[src/rtl/if_stage_pkg.sv]
// Shared definitions for the instruction fetch stage and the IF/ID register.
// Decode also imports the IF/ID bundle from here.
package if_stage_pkg;

    typedef enum logic [1:0] {
        FETCH = 2'd0,
        HOLD  = 2'd1,
        DRAIN = 2'd2
    } fetch_state_t;

    localparam logic [31:0] RESET_PC_DEFAULT  = 32'h0040_0000;
    localparam logic [31:0] NOP_INSTR_DEFAULT = 32'h0000_0000;

    typedef struct packed {
        logic [31:0] instr;
        logic [31:0] pc_plus_4;
        logic        valid;
    } if_id_t;

    function automatic logic [31:0] word_align(input logic [31:0] addr);
        return addr & 32'hFFFF_FFFC;
    endfunction

endpackage

[src/rtl/if_id_reg.sv]
// IF/ID pipeline register: reset, then flush, then stall (hold), then a newly
// delivered instruction, otherwise a bubble.
module if_id_reg
    import if_stage_pkg::*;
#(
    parameter logic [31:0] NOP_INSTR = NOP_INSTR_DEFAULT
) (
    input  logic   clk,
    input  logic   reset,
    input  logic   flush,
    input  logic   stall,
    input  logic   load,
    input  if_id_t load_data,
    output if_id_t if_id
);

    if_id_t bubble;

    assign bubble = '{instr: NOP_INSTR, pc_plus_4: 32'h0, valid: 1'b0};

    // Flush wins over stall so a squashed slot never survives a frozen pipeline.
    always_ff @(posedge clk) begin
        if (reset) begin
            if_id <= bubble;
        end else if (flush) begin
            if_id <= bubble;
        end else if (stall) begin
            if_id <= if_id;
        end else if (load) begin
            if_id <= load_data;
        end else begin
            if_id <= bubble;
        end
    end

endmodule

[src/rtl/if_stage.sv]
// MIPS instruction fetch stage: owns the PC, talks to a variable-latency
// instruction memory, applies redirects and drives the IF/ID register.
module if_stage
    import if_stage_pkg::*;
#(
    parameter logic [31:0] RESET_PC  = RESET_PC_DEFAULT,
    parameter logic [31:0] NOP_INSTR = NOP_INSTR_DEFAULT
) (
    input  logic        clk,
    input  logic        reset,
    input  logic        stall_F,
    input  logic        flush_D,
    input  logic        pc_src_D,
    input  logic [31:0] branch_target_D,
    input  logic        jump_D,
    input  logic [31:0] jump_target_D,
    output logic        imem_req,
    output logic [31:0] imem_addr,
    input  logic        imem_ready,
    input  logic [31:0] imem_rdata,
    output logic [31:0] instruction_D,
    output logic [31:0] pc_plus_4_D,
    output logic        valid_D,
    output logic        fetch_busy
);

    fetch_state_t state, state_next;
    logic [31:0]  pc, pc_next;
    logic [31:0]  pend, pend_next;
    logic [31:0]  skid_instr, skid_instr_next;
    logic [31:0]  skid_pc4, skid_pc4_next;
    logic [31:0]  pc_plus_4;
    logic         redirect;
    logic [31:0]  target;
    logic         load;
    if_id_t       load_data;
    if_id_t       if_id_q;

    assign pc_plus_4 = pc + 32'd4;
    assign redirect  = jump_D | pc_src_D;
    assign target    = word_align(jump_D ? jump_target_D : branch_target_D);

    assign imem_req   = (state != HOLD);
    assign imem_addr  = pc;
    assign fetch_busy = imem_req & ~imem_ready;

    always_ff @(posedge clk) begin
        if (reset) begin
            state      <= FETCH;
            pc         <= RESET_PC;
            pend       <= 32'h0;
            skid_instr <= 32'h0;
            skid_pc4   <= 32'h0;
        end else begin
            state      <= state_next;
            pc         <= pc_next;
            pend       <= pend_next;
            skid_instr <= skid_instr_next;
            skid_pc4   <= skid_pc4_next;
        end
    end

    // PC only moves when the memory has answered, so imem_addr stays stable
    // for the whole of an outstanding access (including while draining).
    always_comb begin
        state_next      = state;
        pc_next         = pc;
        pend_next       = pend;
        skid_instr_next = skid_instr;
        skid_pc4_next   = skid_pc4;
        load            = 1'b0;
        load_data       = '0;

        case (state)
            FETCH: begin
                if (imem_ready) begin
                    if (redirect) begin
                        pc_next = target;
                    end else if (!stall_F) begin
                        load      = 1'b1;
                        load_data = '{instr: imem_rdata, pc_plus_4: pc_plus_4, valid: 1'b1};
                        pc_next   = pc_plus_4;
                    end else begin
                        skid_instr_next = imem_rdata;
                        skid_pc4_next   = pc_plus_4;
                        pc_next         = pc_plus_4;
                        state_next      = HOLD;
                    end
                end else if (redirect) begin
                    pend_next  = target;
                    state_next = DRAIN;
                end
            end

            HOLD: begin
                if (redirect) begin
                    pc_next    = target;
                    state_next = FETCH;
                end else if (!stall_F) begin
                    load       = 1'b1;
                    load_data  = '{instr: skid_instr, pc_plus_4: skid_pc4, valid: 1'b1};
                    state_next = FETCH;
                end
            end

            DRAIN: begin
                // A redirect landing with the drained response still wins.
                if (redirect) begin
                    pend_next = target;
                end
                if (imem_ready) begin
                    pc_next    = redirect ? target : pend;
                    state_next = FETCH;
                end
            end

            default: begin
                state_next = FETCH;
            end
        endcase
    end

    if_id_reg #(
        .NOP_INSTR(NOP_INSTR)
    ) u_if_id_reg (
        .clk      (clk),
        .reset    (reset),
        .flush    (flush_D),
        .stall    (stall_F),
        .load     (load),
        .load_data(load_data),
        .if_id    (if_id_q)
    );

    assign instruction_D = if_id_q.instr;
    assign pc_plus_4_D   = if_id_q.pc_plus_4;
    assign valid_D       = if_id_q.valid;

endmodule

[config.mk]
export PLATFORM = sky130hd
export DESIGN_NAME = if_stage
export DESIGN_NICKNAME = d
export VERILOG_FILES = /design/src/rtl/if_stage_pkg.sv /design/src/rtl/if_id_reg.sv /design/src/rtl/if_stage.sv
export SDC_FILE = /design/constraint.sdc
export NUM_CORES = 1
export LEC_CHECK = 0
export ABC_AREA = 1
export CAP_MARGIN = 25
export CORE_ASPECT_RATIO = 1.2
export CORE_UTILIZATION = 56
export CTS_CLUSTER_SIZE = 10
export DETAILED_ROUTE_END_ITERATION = 10
export HOLD_SLACK_MARGIN = 0.06
export MAX_ROUTING_LAYER = met4
export PLACE_DENSITY = 0.85
export SYNTH_ARGS = -nofsm -noshare
export SYNTH_HDL_FRONTEND = slang
export SYNTH_SLANG_ARGS = --single-unit
[constraint.sdc]
create_clock -name clk -period 4 [get_ports clk]
set_input_delay 0.8 -clock clk [delete_from_list [all_inputs] [get_ports clk]]
set_output_delay 0.8 -clock clk [all_outputs]
set_load 0.03 [all_outputs]
==> results of run 1 <==
final timing paths:
path | startpoint | end | slack, ps
worst min register to register | skid_instr[28]$_SDFFE_PP0P_ | skid_instr[28]$_SDFFE_PP0P_ | 450
worst min-delay path | skid_instr[28]$_SDFFE_PP0P_ | skid_instr[28]$_SDFFE_PP0P_ | 450
worst max-delay path | state[1]$_SDFFE_PP0P_ | imem_req | 940
worst max register to register | state[0]$_SDFFE_PP0P_ | skid_pc4[8]$_SDFFE_PP0P_ | 1290
cell usage after synthesis (all sizes together):
cell and number:
or2 1, clkbuf 76, and2 2, dfxtp 195
ha 5, nand3 32, a21oi 242, nand2 694
xnor2 4, nand4 3, a211oi 2, xor2 11
o21bai 12, nor2 56, o211ai 4, clkinv 1
nand3b 5, a22oi 5, o21a 4, buf 27
inv 99, o21ai 108, o22ai 2
cells by family (layout without fill, tap and decap cells):
kind of cell	count (synthesis)	after routing
DFF	195	195
adders and majority gates	5	5
and+or+nand+nor	793	793
xor gates and xnor gates	15	15
buffers and inverters	203	351
AOI/OAI and AO/OA	379	379
per-layer routing:
metal / share of wire (%) / routed length [um] / GRT usage (%)
met1: 42 / 11800 / 41.0
met2: 48 / 13300 / 51.4
met3: 7.5 / 2090 / 3.80
met4: 2.2 / 622 / 11.6
met5: 0 / 0 / -
worst register-to-register path: stages (launching register included):
cell	delay [ps]
dfxtp_1	410
inv_1	110
ha_1	270
nand2_1	190
nor2_4	60
inv_2	120
nor2_2	60
inv_2	560
buf_4	530
a21oi_1	140
o21ai_1	110
inv_1	50
power by group through the flow:
stage | clock, mW | combinational, mW | sequential, mW
floorplan | 0 | 1.15 | 2.53
global placement | 0 | 1.94 | 2.41
detailed placement | 0 | 1.98 | 2.41
CTS | 1.79 | 1.99 | 2.37
global route | 1.87 | 2.25 | 2.40
finish | 1.77 | 2.05 | 2.38
cell type report:
cell class	instances	area share (%)
clock buffer	17	3.37
clock inverter	15	1.53
inverter	100	2.98
multi-input combinational	1192	41.8
sequential	195	31.0
tap	220	2.18
timing repair buffer	219	17.1
layout by cell type, fill, tap and decap left out, types with 3 or more instances in the layout:
cell type	instances
clkbuf_16	17
xor2_1	11
o21ai_0	94
ha_1	5
o211ai_1	4
o21ai_1	13
a21oi_1	241
a22oi_1	5
nor2_2	5
o21bai_1	12
xnor2_1	4
clkinv_8	3
nand4_1	3
nand3b_1	5
inv_2	4
inv_1	95
inv_6	6
clkdlybuf4s50_1	195
o21a_1	4
nor2_4	4
nor2_1	47
nand2_1	693
dfxtp_1	195
buf_4	20
nand3_1	31
stage by stage:
| step | total power [mW] | worst slack (ps) | cell area (um^2) | hold WS [ps] |
|---|---|---|---|---|
| 2_1_floorplan | 3.68 | 1920 | 9970 | 425 |
| 3_3_place_gp | 4.35 | 782 | 12000 | 434 |
| 3_5_place_dp | 4.39 | 733 | 12000 | 439 |
| 4_1_cts | 6.15 | 927 | 12600 | 450 |
| 5_1_grt | 6.51 | 885 | 12600 | 465 |
| 6_report | 6.20 | 938 | 12600 | 449 |
==> flow_summary.ini, run 1 <==
[power]
p_sw_mw = 2.37
p_comb_share_pct = 33.0
power_density_mw_per_mm2 = 492
worst_ir_drop_vdd_mv = 0.319
p_leak_nw = 4.95
pwr-share-clk_pct = 28.6
intPower_mw = 3.83
p_sw_share_pct = 38.3
seqPwrFrac_pct = 38.4

[setup_path]
crit_cells = 5
path_cells = inv_1 -> ha_1 -> buf_4 -> inv_1 -> clkdlybuf4s50_1
critPathKind = reg -> out
endpoint_kind = output port
critPathMaxStageDelay_ps = 700
crit_required_ps = 3200
critPathTopFamily = buffers and inverters
start_kind = register
rr_worst_depth = 11
path_buf_inv = 4
critPathMaxFanout = 32
crit_top_cell = inv_1
arrival_ps = 2260
slowest_stage = clkdlybuf4s50_1

[route]
dr.pass1.iters = 7
vias_per_cell = 5.41
wl_per_cell_um = 14.2
vias = 10600
drt-initial-drc-count = 882
drc = 0
final_antenna_net_count = 0
drt_wl_total_um = 27800

[clock_tree]
ctsHoldBuffers = 0
cts_resized = 0
cts_tree = built
clkTransAtPathRegs_ps = 70
h-tree-depth = 4
root_buffer = clkbuf_16
clock_latency_ps = 440
cts_made_buffers = 17
post_cts_buffers = 0
clkSinkCount = 195
cts_buffer_depth = 2

[yosys]
synth_largest_area_cell = dfxtp_1
synth_top_family_by_area = simple AND/OR/NAND/NOR gates
synth_top_area_share_pct = 39.1
ys_seq_area_share_pct = 39.1
synth_cells = 1590
synth_area_leaders = dfxtp_1 (39%), nand2_1 (26%), a21oi_1 (12%), o21ai_0 (4.8%), inv_1 (3.6%)
syn_nets = 1698
synth_simple_gate_area_share_pct = 31.1
netlist_area_mm2 = 0.00997
synthAdderAreaFrac_pct = 0.627
synth.mux.area_fraction_pct = 0
avgSynthCellArea_um2 = 6.27
synth.distinct_cells = 31
ys_warn_count = 0
ys_ff_latch = 195
synth-xor-area-share_pct = 1.32
synth-compound-area-share_pct = 19.7

[timing]
fin_crit_ps = 3060
hold_viol = 0
max_freq_ghz = 0.327
tns_ps = 0
slew_headroom_pct = 48.6
finalClockSkew_ps = 10.8
period_share_pct = 76.5
rsz0062_at_grt = no
worstMarginPinSlew_ps = 770
drv_slew = 0
setup_viol = 0

[placement]
dp_hpwl_um = 18500
gp_congestion = 0.929
post-place-cells = 1925
portBuffers = 197

[floorplanning]
fp.dieH_um = 148
initial_utilization_pct = 57.2
rows = 53
pin_count = 202
core-area_mm2 = 0.0174
fp.dieArea_mm2 = 0.0183
die_w_um = 124

[cells_and_area]
antenna_cells = 0
final_util_pct = 72.3
nFillCells = 1431
seq_area_mm2 = 0.00390
fin_nets = 1833
multi_input_area_mm2 = 0.00528
stdcell_count = 1958
drive_above_1_share_pct = 4.26
largest_reg_flops = 65
syn2layout_area_growth_pct = 26.4

[global_route]
grt_max_degree = 68
grt_pass1_wl_um = 45900
grt_pass1_vias = 9655
antenna_found_initial = 0
gr-total-overflow = 0
grt_usage_pct = 32.0

[hold_path]
hold_path_class = reg -> reg
holdPathStages = 2

[run_status]
status = complete, no violations

[flow_run]
cap_violations = 0
(Power assumes the default switching activity.)
==> run 2, diff against run 1 <==
Settings changed: CORE_UTILIZATION 56 to 47, PLACE_DENSITY 0.85 to 0.76.
Clock period 4 ns to 2.8 ns, I/O delays scaled along.
==> flow_summary.ini, run 2 (synthesis results as in run 1) <==
[timing]
drv_slew = 0
slew_headroom_pct = 51.2
rsz0062_at_grt = no
setup_viol = 0
worst_slack_ps = 256
fin_crit_ps = 2540
worstMarginPinSlew_ps = 731
max_freq_ghz = 0.393
finalClockSkew_ps = 12.1
hold_viol = 0
period_share_pct = 90.9
tns_ps = 0

[power]
p_leak_nw = 5.01
power_density_mw_per_mm2 = 695
worst_ir_drop_vdd_mv = 0.447
power_mw = 8.87

[setup_path]
critPathKind = reg -> out
critPathMaxFanout = 5
reg2reg_from = imem_addr[3]$_SDFFE_PP0P_
endpoint_kind = output port
arrival_ps = 1980
start_kind = register
worstSetupStartpoint = state[1]$_SDFFE_PP0P_
crit_required_ps = 2240

[cells_and_area]
drive_above_1_share_pct = 4.81
final_common_cell = nand2_1
antenna_cells = 0
fin_nets = 1843
syn2layout_area_growth_pct = 28.0
final_cell_mix = nand2_1 (693), a21oi_1 (241), dfxtp_1 (195), clkdlybuf4s50_1 (195), inv_1 (95)
largest_reg_flops = 65

[floorplanning]
rows = 58
initial_utilization_pct = 47.7
core-area_mm2 = 0.0209
pin_count = 202
fp.dieArea_mm2 = 0.0218
fp.dieH_um = 162
die_w_um = 135

[hold_path]
hp-start = skid_pc4[4]$_SDFFE_PP0P_
hold_path_class = reg -> reg

[clock_tree]
post_cts_buffers = 0
ctsHoldBuffers = 0
cts_resized = 0
cts_buffer_depth = 2
h-tree-depth = 4
cts_made_buffers = 17
clkTransAtPathRegs_ps = 80
clock_latency_ps = 440
cts_tree = built
clkSinkCount = 195
root_buffer = clkbuf_16

[route]
final_antenna_net_count = 0
dr.pass1.iters = 7
drt_wl_total_um = 28400
vias = 10500
vias_per_cell = 5.20
drt-initial-drc-count = 820
wl_per_cell_um = 14.1
drc = 0

[global_route]
grt_usage_pct = 27.1
grt_pass1_wl_um = 46500
grt_max_degree = 66
antenna_found_initial = 0
grt_pass1_vias = 9537
gr-total-overflow = 0

[placement]
dp_hpwl_um = 19400
post-place-ws_ps = 265
gp_congestion = 0.918
portBuffers = 197

[run_status]
status = complete, no violations

[flow_run]
cap_violations = 0
==> run 2: cell types whose count changed in the layout (fill, tap and decap cells not counted) <==
| cell | before | now |
|---|---|---|
| bufinv_16 | 2 | 0 |
| clkinvlp_4 | 2 | 0 |
| clkinv_4 | 0 | 2 |
| clkinv_2 | 1 | 0 |
| buf_4 | 20 | 28 |
| inv_8 | 1 | 4 |
| inv_6 | 6 | 2 |
| inv_12 | 0 | 4 |
| buf_12 | 1 | 4 |
| buf_16 | 1 | 0 |
==> run 2: report_power, final <==
group	total (mW)	internal [mW]	switching [mW]
sequential	3.40	3.04	0.359
clock	2.53	1.24	1.29
combinational	2.94	1.07	1.86
==> run 2: area by class of cell <==
| class | instances | area, um^2 |
|---|---|---|
| timing repair buffer | 229 | 2250 |
| sequential | 195 | 3900 |
| fill | 2043 | 8140 |
| multi-input combinational | 1192 | 5280 |
| clock inverter | 15 | 194 |
| inverter | 100 | 375 |
| clock buffer | 17 | 425 |
| tap | 270 | 338 |
==> run 2: critical path, stage by stage, from the launching register on <==
cell and delay, ps:
dfxtp_1 420, inv_1 90, ha_1 220, inv_1 130, clkdlybuf4s50_1 690
==> run 2: path summary, 6_finish.rpt <==
path | to | depth (start not counted) | slack (ps)
hold / removal | skid_pc4[4]$_SDFFE_PP0P_ | 2 | 450
setup / recovery | imem_req | 4 | 260
setup reg to reg | imem_addr[14]$_SDFFE_PP0P_ | 10 | 680
hold reg to reg | skid_pc4[4]$_SDFFE_PP0P_ | 2 | 450
==> run 2: through the flow <==
step	cell area, um^2	hold WS [ps]	utilization [%]	cells
2_1_floorplan	9970	425	-	1590
3_3_place_gp	12100	432	58.1	1986
3_5_place_dp	12100	437	58.1	1986
4_1_cts	12800	435	61.1	2018
5_1_grt	12800	464	61.1	2018
6_report	12800	448	61.1	2018
==> run 2: layer usage <==
metal  track usage (%)  vias to the layer above  routed length (um)
met5                 -                        -                   0
met4              7.66                        0                 447
met3              3.99                       30                1890
met2              44.6                      370               13700
met1              34.3                     4736               12400
li1                  -                     5360                   -
==> run 3, diff against run 2 <==
Settings changed: ABC_CLOCK_PERIOD_IN_PS from default to 2800, CTS_CLUSTER_DIAMETER from default to 100.
==> results of run 3 <==
Final layout, timing and power as in run 2 (identical DEF).
